--- src/rtl/sv_port_list_splitter.sv ---
// Splits a SystemVerilog port list "( ... )" into one whitespace-normalised byte segment per top-level port.
// Output lags input by one accepted byte (held char); single output register, s_ready drops when it is full.
module sv_port_list_splitter #(
  parameter int DEPTH_W = 4,
  parameter int CNT_W   = 8
) (
  input  logic             clk,
  input  logic             rst_n,
  input  logic             s_valid,
  output logic             s_ready,
  input  logic [7:0]       s_data,
  input  logic             s_last,
  output logic             m_valid,
  input  logic             m_ready,
  output logic [7:0]       m_data,
  output logic             m_last,
  output logic [CNT_W-1:0] m_idx,
  output logic             done,
  output logic [CNT_W-1:0] port_count,
  output logic             err
);

  typedef enum logic [2:0] {WAIT_OPEN, IN_LIST, SPACE_STALL, FLUSH, TAIL} state_t;

  state_t             r_state, w_state_nxt;
  logic [DEPTH_W-1:0] r_depth, w_depth_nxt, w_depth_upd;
  logic [CNT_W-1:0]   r_idx, w_idx_nxt, w_cnt_nxt;
  logic [7:0]         r_hold, w_hold_nxt;
  logic               r_hold_vld, w_hold_vld_nxt;
  logic               r_sp_pend, w_sp_pend_nxt;
  logic               w_push, w_push_last, w_done_nxt, w_err_set, w_cnt_ld, w_ovf;
  logic               w_is_ws, w_is_open, w_is_close, w_at_top, w_sep, w_end;
  logic               w_out_free, w_space_hit, w_fire, w_stall_go;

  assign w_is_ws    = (s_data == 8'h20) || (s_data == 8'h09) || (s_data == 8'h0A) || (s_data == 8'h0D);
  assign w_is_open  = (s_data == "(") || (s_data == "[") || (s_data == "{");
  assign w_is_close = (s_data == ")") || (s_data == "]") || (s_data == "}");
  assign w_at_top   = (r_depth == DEPTH_W'(1));
  assign w_sep      = w_at_top && (s_data == ",");
  assign w_end      = w_at_top && (s_data == ")");
  assign w_out_free = !m_valid || m_ready;

  // A collapsed whitespace run is emitted before the byte that follows it, so that byte waits one cycle.
  assign w_space_hit = (r_state == IN_LIST) && r_sp_pend && !w_is_ws && !w_sep && !w_end;
  assign s_ready     = rst_n && w_out_free && (r_state != FLUSH) && !w_space_hit;
  assign w_fire      = s_valid && s_ready;
  assign w_stall_go  = s_valid && w_out_free && w_space_hit;

  assign w_ovf       = w_is_open && (r_depth == {DEPTH_W{1'b1}});
  assign w_depth_upd = w_is_open  ? (w_ovf ? r_depth : r_depth + DEPTH_W'(1)) :
                       w_is_close ? r_depth - DEPTH_W'(1) : r_depth;

  always_comb begin
    w_state_nxt    = r_state;
    w_depth_nxt    = r_depth;
    w_idx_nxt      = r_idx;
    w_hold_nxt     = r_hold;
    w_hold_vld_nxt = r_hold_vld;
    w_sp_pend_nxt  = r_sp_pend;
    w_push         = 1'b0;
    w_push_last    = 1'b0;
    w_done_nxt     = 1'b0;
    w_err_set      = 1'b0;
    w_cnt_ld       = 1'b0;
    w_cnt_nxt      = r_idx + CNT_W'(r_hold_vld);
    case (r_state)
      WAIT_OPEN: begin
        if (w_fire && s_data == "(") begin
          w_depth_nxt    = DEPTH_W'(1);
          w_idx_nxt      = '0;
          w_hold_vld_nxt = 1'b0;
          w_sp_pend_nxt  = 1'b0;
          w_state_nxt    = IN_LIST;
        end
      end
      IN_LIST: begin
        if (w_stall_go) begin
          w_push        = 1'b1;
          w_hold_nxt    = 8'h20;
          w_sp_pend_nxt = 1'b0;
          w_state_nxt   = SPACE_STALL;
        end else if (w_fire) begin
          if (s_last) begin
            w_err_set      = 1'b1;
            w_hold_vld_nxt = 1'b0;
            w_sp_pend_nxt  = 1'b0;
            w_depth_nxt    = '0;
            w_state_nxt    = WAIT_OPEN;
          end else if (w_is_ws) begin
            w_sp_pend_nxt = r_hold_vld;
          end else if (w_sep || w_end) begin
            w_push         = r_hold_vld;
            w_push_last    = 1'b1;
            w_hold_vld_nxt = 1'b0;
            w_sp_pend_nxt  = 1'b0;
            if (w_end) begin
              w_cnt_ld    = 1'b1;
              w_depth_nxt = '0;
              w_state_nxt = FLUSH;
            end else if (r_hold_vld) begin
              w_idx_nxt = r_idx + CNT_W'(1);
            end else begin
              w_err_set = 1'b1;
            end
          end else begin
            w_push         = r_hold_vld;
            w_hold_nxt     = s_data;
            w_hold_vld_nxt = 1'b1;
            w_depth_nxt    = w_depth_upd;
            w_err_set      = w_ovf;
          end
        end
      end
      SPACE_STALL: begin
        if (w_fire) begin
          if (s_last) begin
            w_err_set      = 1'b1;
            w_hold_vld_nxt = 1'b0;
            w_depth_nxt    = '0;
            w_state_nxt    = WAIT_OPEN;
          end else begin
            w_push         = 1'b1;
            w_hold_nxt     = s_data;
            w_hold_vld_nxt = 1'b1;
            w_depth_nxt    = w_depth_upd;
            w_err_set      = w_ovf;
            w_state_nxt    = IN_LIST;
          end
        end
      end
      FLUSH: begin
        if (!m_valid) begin
          w_done_nxt  = 1'b1;
          w_state_nxt = TAIL;
        end
      end
      TAIL: begin
        if (w_fire && s_last) w_state_nxt = WAIT_OPEN;
      end
      default: w_state_nxt = WAIT_OPEN;
    endcase
  end

  always_ff @(posedge clk or negedge rst_n) begin
    if (!rst_n) begin
      r_state    <= WAIT_OPEN;
      r_depth    <= '0;
      r_idx      <= '0;
      r_hold     <= '0;
      r_hold_vld <= 1'b0;
      r_sp_pend  <= 1'b0;
    end else begin
      r_state    <= w_state_nxt;
      r_depth    <= w_depth_nxt;
      r_idx      <= w_idx_nxt;
      r_hold     <= w_hold_nxt;
      r_hold_vld <= w_hold_vld_nxt;
      r_sp_pend  <= w_sp_pend_nxt;
    end
  end

  // Output register keeps data/last/idx frozen while downstream stalls.
  always_ff @(posedge clk or negedge rst_n) begin
    if (!rst_n) begin
      m_valid    <= 1'b0;
      m_data     <= '0;
      m_last     <= 1'b0;
      m_idx      <= '0;
      done       <= 1'b0;
      port_count <= '0;
      err        <= 1'b0;
    end else begin
      if (w_push) begin
        m_valid <= 1'b1;
        m_data  <= r_hold;
        m_last  <= w_push_last;
        m_idx   <= r_idx;
      end else if (m_ready) begin
        m_valid <= 1'b0;
      end
      done <= w_done_nxt;
      if (w_cnt_ld)  port_count <= w_cnt_nxt;
      if (w_err_set) err <= 1'b1;
    end
  end

endmodule
--- config.mk ---
export PLATFORM = sky130hd
export DESIGN_NAME = sv_port_list_splitter
export DESIGN_NICKNAME = d
export VERILOG_FILES = /design/src/rtl/sv_port_list_splitter.sv
export SDC_FILE = /design/constraint.sdc
export NUM_CORES = 1
export LEC_CHECK = 0
export ABC_AREA = 1
export BUFFER_PORTS_ARGS = -buffer_cell sky130_fd_sc_hd__buf_4
export CAP_MARGIN = 30
export CELL_PAD_IN_SITES_DETAIL_PLACEMENT = 0
export CELL_PAD_IN_SITES_GLOBAL_PLACEMENT = 1
export CORE_UTILIZATION = 35
export DETAILED_ROUTE_END_ITERATION = 8
export GPL_TIMING_DRIVEN = 0
export PLACE_DENSITY = 0.64
export SLEW_MARGIN = 10
export SYNTH_ARGS = -nofsm -noshare
export SYNTH_HDL_FRONTEND = slang
export SYNTH_SLANG_ARGS = --single-unit
--- constraint.sdc ---
create_clock -name clk -period 2.48 [get_ports clk]
set_input_delay 0.124 -clock clk [delete_from_list [all_inputs] [get_ports clk]]
set_output_delay 0.124 -clock clk [all_outputs]
set_load 0.005 [all_outputs]
==> flow_summary.yaml <==
layout:
  drive_gt1_share_pct: 24.3
  final_nets: 487
  fillCellCount: 951
  final-seq-area_sq_mm: 0.00133
  final_cell_area_sq_mm: 0.00379
  syn2layout_area_growth_pct: 16.5
  multi_input_area_sq_mm: 0.00168
  antennaDiodeCount: 0
floorplanning:
  die_w_um: 98.4
  coreArea_sq_mm: 0.00885
  dieArea_sq_mm: 0.00969
  die_y_um: 98.4
  rows: 34
  start_util_pct: 36.8
  io_pins: 42
sta:
  rsz0062_at_grt: "false"
  worst_slew_pin_slew_ps: 647
  setup_viol: 0
  max_freq_mhz: 453
  max_slew_margin_pct: 56.4
  min_period_ps: 2210
  hold_ws_ps: 73.9
  timing.final.hold_violations: 0
  fin_crit_sh_pct: 89.0
  fin_worst_skew_ps: 7.49
  drv_slew: 0
  setup_tns_ps: 0
setup_path:
  cp_max_fo: 9
  cp_common_cell: "nand2_4"
  critPathTopFamily: "simple AND/OR/NAND/NOR gates"
  r2r_slack_ps: 270
  worst-path-buf-inv: 3
  cpMaxStageDelayCell: "dfrtp_1"
  arrival_ps: 2410
  cp_cell_sequence: "inv_1 -> ha_1 -> nand3_2 -> nor2_4 -> nand2_4 -> nand2_4 -> inv_2 -> nand2_4 -> nand3_4 -> nand2_4 -> nand3_2 -> nor2_8 -> inv_2 -> nand2_1 -> nand2_1"
  endpoint_kind: "flip-flop"
  cp-start-kind: "flip-flop"
  worst_path_largest_cell_delay_ps: 430
  worst-endpoint-required_ps: 2680
  worstSetupPathType: "reg -> reg"
placed_design:
  gp_congestion: 0.809
  placed_cell_area_sq_mm: 0.00369
  io_buffers: 40
  dp_hpwl_um: 5770
logic_synthesis:
  yosysTopAreaCell: "dfrtp_1"
  synth_nets: 439
  synth_edf_count: 0
  yosysSeqAreaShare_pct: 40.8
  synth.top_cells.by_area: "dfrtp_1, nand2_1, nand3_1"
  avgSynthCellArea_sq_um: 7.75
  synth_top_cell_area_share_pct: 40.8
  synth_flop_cell: "dfrtp_1"
  syn_area_sq_mm: 0.00325
  synth_common_cells: "nand2_1, dfrtp_1, inv_1, nand3_1, nor2_1"
  synth_cells: 420
  ys_ff_latch: 53
  synth.most_common_cell: "nand2_1"
  synthDistinctLibCells: 38
  ys_async_sr_fraction_pct: 100
  ys_warn_count: 0
clocking:
  cts_max_path_buffers: 2
  clk_latency_ps: 310
  cts_tree: "done"
  clkSinkCount: 53
  path_clk_slew_ps: 100
  cts_root_buffer: "clkbuf_8"
  cts_inserted_buffers: 5
  htreeDepth: 2
  post_cts_buffers: 0
grt:
  grt_start_max_net_pins: 55
  grt_overflow: 0
  grt_pass1_vias: 2731
  grt_pass1_wl_um: 13500
  antenna_found_initial: 0
  grtUsageTotal_pct: 17.5
job:
  cap_violations: 0
routing:
  ant_nets: 0
  drc_errors: 0
  routed_wl_um: 7660
  drt_iter0_markers: 101
  dr.pass1.iters: 6
  drt-wirelength-per-cell_um: 13.3
  vias: 2758
  viasPerCell: 4.78
status:
  status: "finished, final reports clean"
pwr:
  power_mw: 3.42
  ir_worst_vdd_mv: 0.376
  power.density_mw_per_mm2: 902
  p_leak_nw: 1.92
min_path:
  min_path_type: "in -> reg"
## cells by family (layout without fill, tap and decap cells)
family | count (synthesis) | count (layout) | share of synthesized area (%)
AO/OA/AOI/OAI | 54 | 54 | 10.6
XOR/XNOR | 8 | 8 | 2.15
adder cells (fa/ha/maj) | 6 | 6 | 2.31
buffers and inverters | 55 | 104 | 7.54
flip-flops | 53 | 53 | 40.8
AND/OR/NAND/NOR | 244 | 244 | 36.7
## layout make-up
| type | instances | area share [%] |
|---|---|---|
| sequential | 53 | 35.0 |
| clock inverter | 2 | 0.396 |
| multi-input combinational | 312 | 44.4 |
| buffer | 10 | 1.95 |
| timing repair buffer | 41 | 8.28 |
| clock buffer | 6 | 1.91 |
| tap | 108 | 3.56 |
| inverter | 45 | 4.52 |
## tightest hold or removal path, delay by kind of cell
family / cells / cell delay [ps]
buffers and inverters: 2 / 140
and+or+nand+nor: 2 / 90
## layout by cell type (no fill, tap or decap), types with 7 or more instances in the layout
master,count
o21ai_0,16
nand3_1,33
nand4_1,7
nor2_1,24
dfrtp_1,53
nand2_1,131
inv_2,10
o21ai_1,8
nand2_2,13
inv_1,33
buf_4,40
a21oi_1,8
o21ai_2,12
xor2_1,7
nor3_1,7
## layer usage
| metal | vias up | global-route usage [%] | wire [um] |
|---|---|---|---|
| met2 | 31 | 28.2 | 3550 |
| met5 | - | 0 | 0 |
| met4 | 0 | 5.05 | 115 |
| li1 | 1450 | - | - |
| met3 | 8 | 3.12 | 168 |
| met1 | 1269 | 24.0 | 3820 |
## power breakdown
group	internal (mW)	switching [mW]	leakage, nW
clock network	0.200	0.295	0.0374
logic	0.620	1.03	1.17
registers	1.11	0.170	0.710
total	1.93	1.49	1.92
## repair_timing
action,in CTS,in global routing
endpoints found under the setup margin,0,27
hold buffers,1,0
endpoints found under the hold margin,53,0
gates resized for setup,0,1
## sequential cells by signal, indices dropped and copies added, names as in the netlist
register and cells:
r_idx 8, m_last 1, port_count 8, r_sp_pend 1
r_depth 4, err 1, r_state 3, m_valid 1
done 1, r_hold 8, m_idx 8, m_data 8
r_hold_vld 1
## per-stage QoR
step | util [%] | setup slack, ps | instances
after floorplan | - | 586 | 420
after global placement | 41.7 | 300 | 568
after detailed placement | 41.7 | 274 | 568
after CTS | 42.8 | 113 | 577
after global routing | 42.8 | 3.27 | 577
final | 42.8 | 273 | 577
## path summary, 6_finish.rpt
| check | start | to | cells past startpoint |
|---|---|---|---|
| min in group asynchronous | rst_n | r_idx[4] | 2 |
| min | m_ready | m_valid | 4 |
| min reg2reg | m_data[2] | m_data[2] | 2 |
| max reg2reg | r_depth[1] | r_hold[7] | 15 |
| max | r_depth[1] | r_hold[7] | 15 |
| max in group asynchronous | rst_n | done | 2 |
No activity file was read; power rests on OpenSTA's default activity.
